==> config.mk <==
export PLATFORM = sky130hd
export DESIGN_NAME = t_ff_seq_ctrl
export DESIGN_NICKNAME = d
export VERILOG_FILES = /design/src/rtl/t_ff_seq_ctrl.sv
export SDC_FILE = /design/constraint.sdc
export NUM_CORES = 1
export LEC_CHECK = 0
export CAP_MARGIN = 20
export CORE_MARGIN = 5
export CORE_UTILIZATION = 25
export CTS_BUF_LIST = sky130_fd_sc_hd__clkbuf_8
export CTS_CLUSTER_SIZE = 20
export DETAILED_ROUTE_END_ITERATION = 16
export PLACE_DENSITY = 0.54
export SETUP_SLACK_MARGIN = 0.15
export SYNTH_ARGS = -nofsm -noshare
export SYNTH_HDL_FRONTEND = slang
export SYNTH_SLANG_ARGS = --single-unit
==> constraint.sdc <==
create_clock -name clk -period 1.9 [get_ports clk]
set_input_delay 0.475 -clock clk [delete_from_list [all_inputs] [get_ports clk]]
set_output_delay 0.475 -clock clk [all_outputs]
set_load 0.05 [all_outputs]
==> src/rtl/t_ff_seq_ctrl.sv <==
// Sequencer that drives the T inputs of a WIDTH-bit T flip-flop bank so the bank acts as an
// up/down counter with terminal count, wrap/halt, parallel load and clear.
module t_ff_seq_ctrl #(
    parameter int WIDTH = 4
) (
    input  logic             clk,
    input  logic             rst_n,
    input  logic             cmd_valid,
    output logic             cmd_ready,
    input  logic [1:0]       cmd_op,
    input  logic             cmd_dir,
    input  logic             cmd_wrap,
    input  logic [WIDTH-1:0] cmd_data,
    input  logic [WIDTH-1:0] q_vec,
    output logic [WIDTH-1:0] t_vec,
    output logic             busy,
    output logic             done
);

    typedef enum logic [1:0] {S_IDLE, S_RUN, S_APPLY} state_t;

    localparam logic [1:0] OP_START = 2'b00;
    localparam logic [1:0] OP_STOP  = 2'b01;
    localparam logic [1:0] OP_LOAD  = 2'b10;
    localparam logic [1:0] OP_CLEAR = 2'b11;

    state_t           state_q, state_d;
    logic [WIDTH-1:0] tc_q, tc_d;
    logic [WIDTH-1:0] base_q, base_d;
    logic [WIDTH-1:0] ld_q, ld_d;
    logic             dir_q, dir_d;
    logic             wrap_q, wrap_d;
    logic             done_q, done_d;

    logic             accept;
    logic             at_tc;
    logic             carry;
    logic [WIDTH-1:0] cnt_mask;

    assign cmd_ready = (state_q == S_IDLE) | ((state_q == S_RUN) & (cmd_op == OP_STOP));
    assign accept    = cmd_valid & cmd_ready;
    assign at_tc     = (q_vec == tc_q);
    assign busy      = (state_q != S_IDLE);
    assign done      = done_q;

    // Bit i toggles when every lower bit is 1 (up) or 0 (down).
    always_comb begin
        cnt_mask = '0;
        carry    = 1'b1;
        for (int i = 0; i < WIDTH; i++) begin
            cnt_mask[i] = carry;
            carry       = carry & (q_vec[i] ~^ dir_q);
        end
    end

    always_comb begin
        state_d = state_q;
        tc_d    = tc_q;
        base_d  = base_q;
        ld_d    = ld_q;
        dir_d   = dir_q;
        wrap_d  = wrap_q;
        done_d  = 1'b0;
        t_vec   = '0;
        case (state_q)
            S_IDLE: begin
                if (accept) begin
                    case (cmd_op)
                        OP_START: begin
                            tc_d    = cmd_data;
                            dir_d   = cmd_dir;
                            wrap_d  = cmd_wrap;
                            base_d  = q_vec;
                            state_d = S_RUN;
                        end
                        OP_LOAD: begin
                            ld_d    = cmd_data;
                            state_d = S_APPLY;
                        end
                        OP_CLEAR: begin
                            ld_d    = '0;
                            state_d = S_APPLY;
                        end
                        default: ;
                    endcase
                end
            end
            S_APPLY: begin
                t_vec   = q_vec ^ ld_q;
                state_d = S_IDLE;
            end
            S_RUN: begin
                if (at_tc) begin
                    // Terminal count beats the count mask; a coincident STOP still ends the run.
                    done_d  = 1'b1;
                    t_vec   = wrap_q ? (q_vec ^ base_q) : '0;
                    state_d = (wrap_q && !accept) ? S_RUN : S_IDLE;
                end else begin
                    t_vec   = cnt_mask;
                    state_d = accept ? S_IDLE : S_RUN;
                end
            end
            default: state_d = S_IDLE;
        endcase
    end

    always_ff @(posedge clk or negedge rst_n) begin
        if (!rst_n) begin
            state_q <= S_IDLE;
            tc_q    <= '1;
            base_q  <= '0;
            ld_q    <= '0;
            dir_q   <= 1'b1;
            wrap_q  <= 1'b0;
            done_q  <= 1'b0;
        end else begin
            state_q <= state_d;
            tc_q    <= tc_d;
            base_q  <= base_d;
            ld_q    <= ld_d;
            dir_q   <= dir_d;
            wrap_q  <= wrap_d;
            done_q  <= done_d;
        end
    end

endmodule

==> results.json, run 1 <==
{
  "antenna_cells": 0,
  "finalHoldViolations": 0,
  "clk_pin_slew_ns": 0.08,
  "violations": "setup timing",
  "dpl.hpwl_microns": 2010,
  "netlist_area_sq_um": 1040,
  "initial_core_util_pct": 25.8,
  "yosys-top-cells-area": "dfrtp_1, dfstp_2, mux2_2",
  "postRouteAntennaNets": 0,
  "grt.total_usage_pct": 9.97,
  "slowest_delay_ns": 0.54,
  "die-area_sq_um": 5550,
  "synth_top_area_share_pct": 28.8,
  "num_rows": 23,
  "grt_setup_unrepaired": "true",
  "critPathKind": "flip-flop to output pin",
  "power_density_nw_per_um2": 1440,
  "route.vias.total": 852,
  "core_area_sq_um": 4030,
  "worst_slew_pin_slew_ns": 0.297,
  "fin_util_pct": 42.5,
  "yosys.cell_count.top_type": "dfrtp_1",
  "synth_fp_nets": 113,
  "slowest_stage": "dfstp_2",
  "numClockSinks": 17,
  "crit_arrival_ns": 1.77,
  "routed_wl_microns": 2540,
  "finalSetupViolations": 5,
  "ys_types": 30,
  "drv_slew": 0,
  "hold_path.class": "flip-flop to flip-flop",
  "viasPerCell": 4.53,
  "synth-edff-count": 0,
  "port_buffers": 21,
  "ios": 22,
  "cts_buffers": 3,
  "drc": 0,
  "die_x_microns": 74.5,
  "die_height_microns": 74.5,
  "antenna_found_initial": 0,
  "layout-drive-gt1-share_pct": 48.6,
  "holdWs_ns": 0.510,
  "period_needed_ns": 2.25,
  "clockBufferDepth": 2,
  "first_global_vias": 886,
  "avgSynthCellArea_sq_um": 11.0,
  "path_cells": "xnor2_1 -> buf_4 -> nand4_4 -> buf_6 -> o311ai_4 -> buf_12",
  "grt_overflow": 0,
  "period_share_pct": 118,
  "drt_iter0_drc": 29,
  "critPathTopFamily": "flip-flops",
  "dr.pass1.iters": 4,
  "cts_tree": "done",
  "status": "finished with violations",
  "maxCapViolations": 0,
  "finalNetCount": 157,
  "grt_pass1_wl_microns": 4180,
  "htreeDepth": 1,
  "nFillCells": 403,
  "ir_worst_vdd_v": 0.000692,
  "globalplace.congestion": 0.762,
  "clock-root-buffer": "clkbuf_8",
  "yosysWarnings": 0,
  "fin_skew_ns": 0.00834,
  "synth_cells": 95,
  "crit_buf_inv": 3,
  "synth.top_cells.by_count": "dfrtp_1, mux2_2, nand2_1",
  "crit_required_ns": 1.42,
  "grt_max_degree": 18,
  "ys_async_sr_fraction_pct": 100,
  "end_kind": "output pin",
  "syn_to_final_growth_pct": 64.4,
  "p_leak_nw": 0.708,
  "fmax_ghz": 0.445,
  "synth_area_leader_cell": "dfrtp_1",
  "start_kind": "flip-flop",
  "cts_hold_buf": 0,
  "setup_slack_ns": -0.349,
  "tns_ns": -1.35,
  "wl_per_cell_microns": 13.5,
  "seq_area_frac_synth_pct": 41.5,
  "finalPower_mw": 2.47,
  "ys_seq_elements": 17,
  "relSlewSlack_pct": 80.2,
  "clock_latency_ns": 0.26,
  "ys.flop_type": "dfrtp_1",
  "crit_fanout": 6
}
final cells by class:
class,count,area (sq um),share of cell area [%]
repair buffers,43,439,25.7
multi-input cells,69,711,41.5
well taps,50,62.6,3.65
clock inverters,1,7.51,0.439
clock buffers,3,41.3,2.41
flip-flops and latches,17,432,25.2
inverters,5,18.8,1.10
worst register-to-register path, cell delays in order, from the launching register on:
cell	delay [ns]
dfstp_2	0.54
xnor2_1	0.11
buf_4	0.14
nand4_4	0.14
buf_6	0.17
buf_4	0.13
o21ai_0	0.20
nand2_1	0.07
metal layers:
metal	track usage, %	up-vias	share of wire [%]
met5	0	-	0
met4	3.16	0	2.3
met3	3.38	9	5.2
met2	17.1	20	51
met1	11.7	405	41
li1	-	418	-
final timing paths:
path | start | to | slack (ns) | depth (start not counted)
worst max register to register | tc_q[3] | state_q[0] | 0.28 | 7
min in group asynchronous | rst_n | base_q[2] | 0.53 | 2
max in group asynchronous | rst_n | tc_q[3] | 1.11 | 2
worst min register to register | ld_q[2] | ld_q[2] | 0.51 | 2
worst max-delay path | tc_q[3] | t_vec[1] | -0.35 | 6
worst min-delay path | ld_q[2] | ld_q[2] | 0.51 | 2
layout by cell type (no fill, tap or decap), types with 2 or more instances in the layout:
master	Yosys	layout
buf_4	1	20
dfrtp_1	12	12
mux2_2	10	10
clkdlybuf4s50_1	0	10
xnor2_1	8	8
nand2_1	9	8
o21ai_0	7	7
buf_12	0	6
dfstp_2	5	5
nand2b_1	4	4
dlygate4sd2_1	0	4
inv_1	5	3
xnor2_4	0	3
clkbuf_8	0	3
buf_6	3	3
inv_2	0	2
nand4_1	2	2
xor2_1	2	2
nand3_1	3	2
o32ai_2	0	2
o21bai_4	0	2
and3_1	2	2
ha_4	0	2
power breakdown:
group | switching [mW] | internal, mW | leakage [nW]
sequential | 0.162 | 0.565 | 0.205
clock | 0.138 | 0.148 | 0.0217
combinational | 0.662 | 0.797 | 0.481
what timing repair did:
action	in CTS	in global routing
gates resized for setup	15	3
endpoints found under the setup margin	6	9
setup buffers	2	0
pin swaps	5	3
metrics by stage:
step | std cells | area (sq um) | worst slack, ns
6_report | 188 | 1710 | -0.349
5_1_grt | 188 | 1710 | -0.434
4_1_cts | 188 | 1710 | -0.429
3_5_place_dp | 182 | 1580 | -0.650
3_3_place_gp | 182 | 1580 | -0.620
2_1_floorplan | 95 | 1150 | -0.0350
cells by family (layout without fill, tap and decap cells):
| family | after synthesis | after routing | share of synthesized area, % |
|---|---|---|---|
| simple gates | 25 | 25 | 13.6 |
| xor+xnor | 13 | 13 | 13.1 |
| mux | 10 | 10 | 10.8 |
| buf+inv | 9 | 52 | 5.77 |
| fa+ha+maj | 3 | 3 | 3.61 |
| flops | 17 | 17 | 41.5 |
| compound gates | 18 | 18 | 11.7 |
flip-flops by register name (all words and copies together), names as in the netlist:
| signal | flops |
|---|---|
| base_q | 4 |
| dir_q | 1 |
| state_q | 2 |
| ld_q | 4 |
| wrap_q | 1 |
| done | 1 |
| tc_q | 4 |
Note: power is estimated with default switching activity, not from simulation.
==> inputs of run 2 (changes only) <==
--- a/config.mk
+++ b/config.mk
@@ -11,6 +11,7 @@
 export CTS_BUF_LIST = sky130_fd_sc_hd__clkbuf_8
 export CTS_CLUSTER_SIZE = 20
 export DETAILED_ROUTE_END_ITERATION = 16
+export MAX_ROUTING_LAYER = met4
 export PLACE_DENSITY = 0.54
 export SETUP_SLACK_MARGIN = 0.15
 export SYNTH_ARGS = -nofsm -noshare
==> constraint.sdc (replaced) <==
create_clock -name clk -period 2.62 [get_ports clk]
set_input_delay 0.655 -clock clk [delete_from_list [all_inputs] [get_ports clk]]
set_output_delay 0.655 -clock clk [all_outputs]
set_load 0.05 [all_outputs]
==> results.json, run 2 (synthesis gave the netlist of run 1 again) <==
{
  "hold_path.class": "flip-flop to flip-flop",
  "die-area_sq_um": 5550,
  "worst_slew_pin_slew_ns": 0.781,
  "cts_buffers": 3,
  "antenna_found_initial": 0,
  "reg_top3": "base_q (4), ld_q (4), tc_q (4)",
  "nFillCells": 398,
  "multiInputGateArea_sq_um": 671,
  "drc": 0,
  "maxCapViolations": 0,
  "finalNetCount": 148,
  "final_cell_mix": "buf_4, dfrtp_1, clkdlybuf4s50_1",
  "layout-drive-gt1-share_pct": 45.7,
  "finalSetupViolations": 0,
  "crit_buf_inv": 2,
  "port_buffers": 21,
  "die_x_microns": 74.5,
  "finalPower_mw": 1.60,
  "reg2reg_depth": 6,
  "routed_wl_microns": 2460,
  "timing.rr.start": "tc_q[1]",
  "syn_to_final_growth_pct": 49.5,
  "path_cells": "buf_2 -> xnor2_2 -> nand4_4 -> o32ai_2 -> o21bai_4 -> buf_12",
  "crit_arrival_ns": 1.80,
  "finalHoldViolations": 0,
  "ios": 22,
  "fmax_ghz": 0.407,
  "initial_core_util_pct": 25.8,
  "grt.total_usage_pct": 10.1,
  "cts_hold_buf": 0,
  "start_kind": "input port",
  "wl_per_cell_microns": 13.7,
  "route.vias.total": 815,
  "core_area_sq_um": 4030,
  "min-delay-start": "ld_q[0]",
  "clock_latency_ns": 0.25,
  "dpl.hpwl_microns": 1800,
  "final_cell_count_no_fill": 179,
  "critPathKind": "input port to output pin",
  "grt_overflow": 0,
  "clk_pin_slew_ns": 0.07,
  "p_leak_nw": 0.650,
  "holdWs_ns": 0.506,
  "postRouteAntennaNets": 0,
  "regArea_sq_um": 432,
  "ir_worst_vdd_v": 0.000396,
  "period_share_pct": 93.8,
  "cts_tree": "done",
  "antenna_cells": 0,
  "globalplace.congestion": 0.759,
  "power_density_nw_per_um2": 1030,
  "status": "complete, no violations",
  "dr.pass1.iters": 4,
  "drv_slew": 0,
  "drt_iter0_drc": 37,
  "fin_skew_ns": 0.00164,
  "htreeDepth": 1,
  "grt_setup_unrepaired": "true",
  "slowest_delay_ns": 0.31,
  "first_global_vias": 877,
  "critPathTopFamily": "compound AO/OA/AOI/OAI gates",
  "hold_depth": 2,
  "fin_util_pct": 38.6,
  "crit_required_ns": 1.97,
  "layout_commonest_cell": "buf_4",
  "grt_pass1_wl_microns": 4080,
  "relSlewSlack_pct": 47.7,
  "slowest_stage": "o32ai_2",
  "num_rows": 23,
  "viasPerCell": 4.55,
  "min_to": "ld_q[0]",
  "period_needed_ns": 2.46,
  "crit_fanout": 7,
  "end_kind": "output pin",
  "r2r_slack_ns": 1.09,
  "numClockSinks": 17,
  "die_height_microns": 74.5,
  "dp_cells": 172,
  "grt_max_degree": 18,
  "clockBufferDepth": 2,
  "r2r-end": "state_q[0]",
  "clock-root-buffer": "clkbuf_8"
}
run 2: cell types whose count changed in the layout (fill, tap and decap cells not counted), moves of 2 or more:
| cell | before | now |
|---|---|---|
| xnor2_4 | 3 | 0 |
| buf_4 | 20 | 13 |
| buf_6 | 3 | 1 |
| inv_1 | 3 | 5 |
| buf_2 | 0 | 4 |
| dlygate4sd2_1 | 4 | 1 |
| buf_12 | 6 | 4 |
| xnor2_2 | 0 | 4 |
run 2: stage by stage:
step	TNS, ns	worst slack [ns]	instance area [sq um]
2_1_floorplan	0	0.0789	1060
3_3_place_gp	-0.801	-0.251	1410
3_5_place_dp	-0.717	-0.213	1410
4_1_cts	0	0.142	1530
5_1_grt	0	0.100	1560
6_report	0	0.162	1560
run 2: cell type report:
class / count / area share [%]
multi-input combinational: 69 / 43.1
sequential: 17 / 27.7
timing repair buffer: 34 / 21.1
tap: 50 / 4.02
clock buffer: 3 / 2.65
inverter: 5 / 1.21
clock inverter: 1 / 0.241
run 2: power by group:
group          leakage (nW)  switching, mW  internal (mW)  total [mW]
sequential            0.205          0.108          0.410       0.518
clock                0.0269         0.0915          0.104       0.196
combinational         0.419          0.446          0.437       0.882
total                 0.650          0.646          0.950        1.60
run 2: worst min-delay path, stage by stage, from the launching register on:
cell and delay [ns]:
dfrtp_1 0.36, nand2_1 0.05, o21ai_0 0.06
run 2: metal layers:
layer,share of wire (%),track usage (%),vias up
li1,-,-,402
met1,45,12.1,394
met2,51,16.3,15
met3,3.2,1.89,4
met4,1.3,4.74,0
met5,0,-,-
run 2: how the worst max path moves through the flow:
| stage | from | to | slack (ns) | cells past startpoint |
|---|---|---|---|---|
| 5_1_grt | q_vec[1] | t_vec[2] | 0.10 | 6 |
| 3_3_place_gp | q_vec[0] | t_vec[3] | -0.25 | 6 |
| 2_1_floorplan | q_vec[1] | t_vec[1] | 0.08 | 4 |
| 3_5_place_dp | q_vec[3] | t_vec[3] | -0.21 | 6 |
| 6_report | q_vec[1] | t_vec[2] | 0.16 | 6 |
| 4_1_cts | q_vec[3] | t_vec[3] | 0.14 | 6 |
run 2: timing repair:
action,in CTS,in global routing
setup endpoints to repair,5,4
resized for setup,30,4
setup buffers,1,2
pin swaps,8,6
==> inputs of run 3 (changes only) <==
--- a/config.mk
+++ b/config.mk
@@ -7,12 +7,12 @@
 export LEC_CHECK = 0
 export CAP_MARGIN = 20
 export CORE_MARGIN = 5
-export CORE_UTILIZATION = 25
+export CORE_UTILIZATION = 28
 export CTS_BUF_LIST = sky130_fd_sc_hd__clkbuf_8
 export CTS_CLUSTER_SIZE = 20
 export DETAILED_ROUTE_END_ITERATION = 16
 export MAX_ROUTING_LAYER = met4
-export PLACE_DENSITY = 0.54
+export PLACE_DENSITY = 0.58
 export SETUP_SLACK_MARGIN = 0.15
 export SYNTH_ARGS = -nofsm -noshare
 export SYNTH_HDL_FRONTEND = slang
==> results.json, run 3 (synthesis gave the netlist of run 1 again) <==
{
  "postLayoutCellArea_sq_um": 1540,
  "min-delay-start": "ld_q[1]",
  "swShare_pct": 40.2,
  "ir_worst_vdd_v": 0.000301,
  "r2r_slack_ns": 1.05,
  "num_rows": 22,
  "finalHoldViolations": 0,
  "antenna_found_initial": 0,
  "maxCapViolations": 0,
  "relSlewSlack_pct": 48.2,
  "crit_required_ns": 1.97,
  "fmax_ghz": 0.401,
  "setup_slack_ns": 0.123,
  "holdWs_ns": 0.501,
  "period_share_pct": 95.3,
  "share_seq_of_total_power_pct": 32.0,
  "dpl.hpwl_microns": 1760,
  "clockBufferDepth": 2,
  "first_global_vias": 768,
  "layout_commonest_cell": "dfrtp_1",
  "ios": 22,
  "die-area_sq_um": 5040,
  "drt_iter0_drc": 71,
  "finalPower_mw": 1.60,
  "antenna_cells": 0,
  "start_kind": "input port",
  "core_area_sq_um": 3630,
  "wl_per_cell_microns": 13.5,
  "fin_skew_ns": 0.00412,
  "r2r-end": "state_q[0]",
  "clock_latency_ns": 0.25,
  "layout-drive-gt1-share_pct": 42.5,
  "min_to": "ld_q[1]",
  "hold_path.class": "flip-flop to flip-flop",
  "grt_use_met1_pct": 11.6,
  "pre_cts_slack_ns": -0.252,
  "grt_max_degree": 18,
  "cts_hold_buf": 0,
  "port_buffers": 21,
  "clk_pin_slew_ns": 0.07,
  "p_sw_mw": 0.646,
  "fin_util_pct": 42.5,
  "drc": 0,
  "die_x_microns": 71.0,
  "grt.met2_usage_pct": 16.0,
  "place_area_sq_um": 1390,
  "clock-root-buffer": "clkbuf_8",
  "die_height_microns": 71.0,
  "p_comb_share_pct": 56.2,
  "dp_cells": 168,
  "crit_arrival_ns": 1.84,
  "cellInternalPower_mw": 0.959,
  "power_density_nw_per_um2": 1040,
  "critPathKind": "input port to output pin",
  "final_cell_mix": "dfrtp_1, clkdlybuf4s50_1, buf_4",
  "initial_core_util_pct": 28.7,
  "pwr-share-clk_pct": 11.7,
  "cts_buffers": 3,
  "htreeDepth": 1,
  "busiest_layer": "met2",
  "grt_setup_unrepaired": "true",
  "grt_util_met3_pct": 2.70,
  "grt_pass1_wl_microns": 3730,
  "finalNetCount": 146,
  "routed_wl_microns": 2360,
  "drv_slew": 0,
  "finalSetupViolations": 0,
  "worst_slew_pin_slew_ns": 0.775,
  "route.vias.total": 777,
  "final_cell_count_no_fill": 175,
  "syn_to_final_growth_pct": 48.2,
  "reg2reg_depth": 7,
  "hold_depth": 2,
  "p_leak_nw": 0.640,
  "viasPerCell": 4.44,
  "reg_top3": "base_q (4), ld_q (4), tc_q (4)",
  "cts_tree": "done",
  "grt_overflow": 0,
  "globalplace.congestion": 0.786,
  "status": "complete, no violations",
  "crit_fanout": 6,
  "numClockSinks": 17,
  "postRouteAntennaNets": 0,
  "end_kind": "output pin",
  "grt.total_usage_pct": 9.95,
  "timing.rr.start": "tc_q[3]",
  "period_needed_ns": 2.50,
  "tns_ns": 0,
  "dr.pass1.iters": 4
}
## run 3: cell types whose count changed in the layout (fill, tap and decap cells not counted), sizes merged
cell | previous run | this run
buf | 22 | 20
## run 3: how the worst max path moves through the flow
stage	start	cells after the start	to	slack, ns
finish	q_vec[3]	7	t_vec[3]	0.12
global route	tc_q[3]	6	t_vec[3]	0.05
CTS	state_q[0]	6	t_vec[3]	0.13
detailed placement	q_vec[3]	7	t_vec[3]	-0.25
global placement	q_vec[3]	7	t_vec[2]	-0.19
floorplan	q_vec[1]	4	t_vec[1]	0.08
## run 3: area by class of cell
cell class	count	area, sq um
Clock buffer	3	41.3
Timing Repair Buffer	32	313
Sequential cell	17	432
Fill cell	358	2090
Clock inverter	1	3.75
Multi-Input combinational cell	69	674
Tap cell	48	60.1
Inverter	5	18.8
## run 3: routing by layer
metal  vias to the layer above  part of all wire [%]
met4                         0                     0
met2                        15                    50
met3                         0                   3.8
met1                       362                    46
met5                         -                     0
li1                        400                     -
## run 3: worst max-delay path: stages
cell and delay (ns):
buf_2 0.12, xnor2_2 0.14, buf_4 0.13, nand4_4 0.16
o32ai_4 0.31, o21bai_4 0.18, buf_12 0.15
## run 3: timing repair
action / CTS / global route
hold endpoints to repair: 0 / 0
pin swaps: 9 / 1
setup buffers: 1 / 2
resized for setup: 26 / 7
endpoints found under the setup margin: 5 / 3
gates cloned: 0 / 0
## run 3: power by group through the flow
stage / clock network, mW / registers [mW] / logic, mW
after floorplan: 0 / 0.493 / 0.523
after global placement: 0 / 0.509 / 0.765
after detailed placement: 0 / 0.512 / 0.771
after CTS: 0.195 / 0.510 / 0.816
after global routing: 0.213 / 0.531 / 0.958
final: 0.188 / 0.514 / 0.902
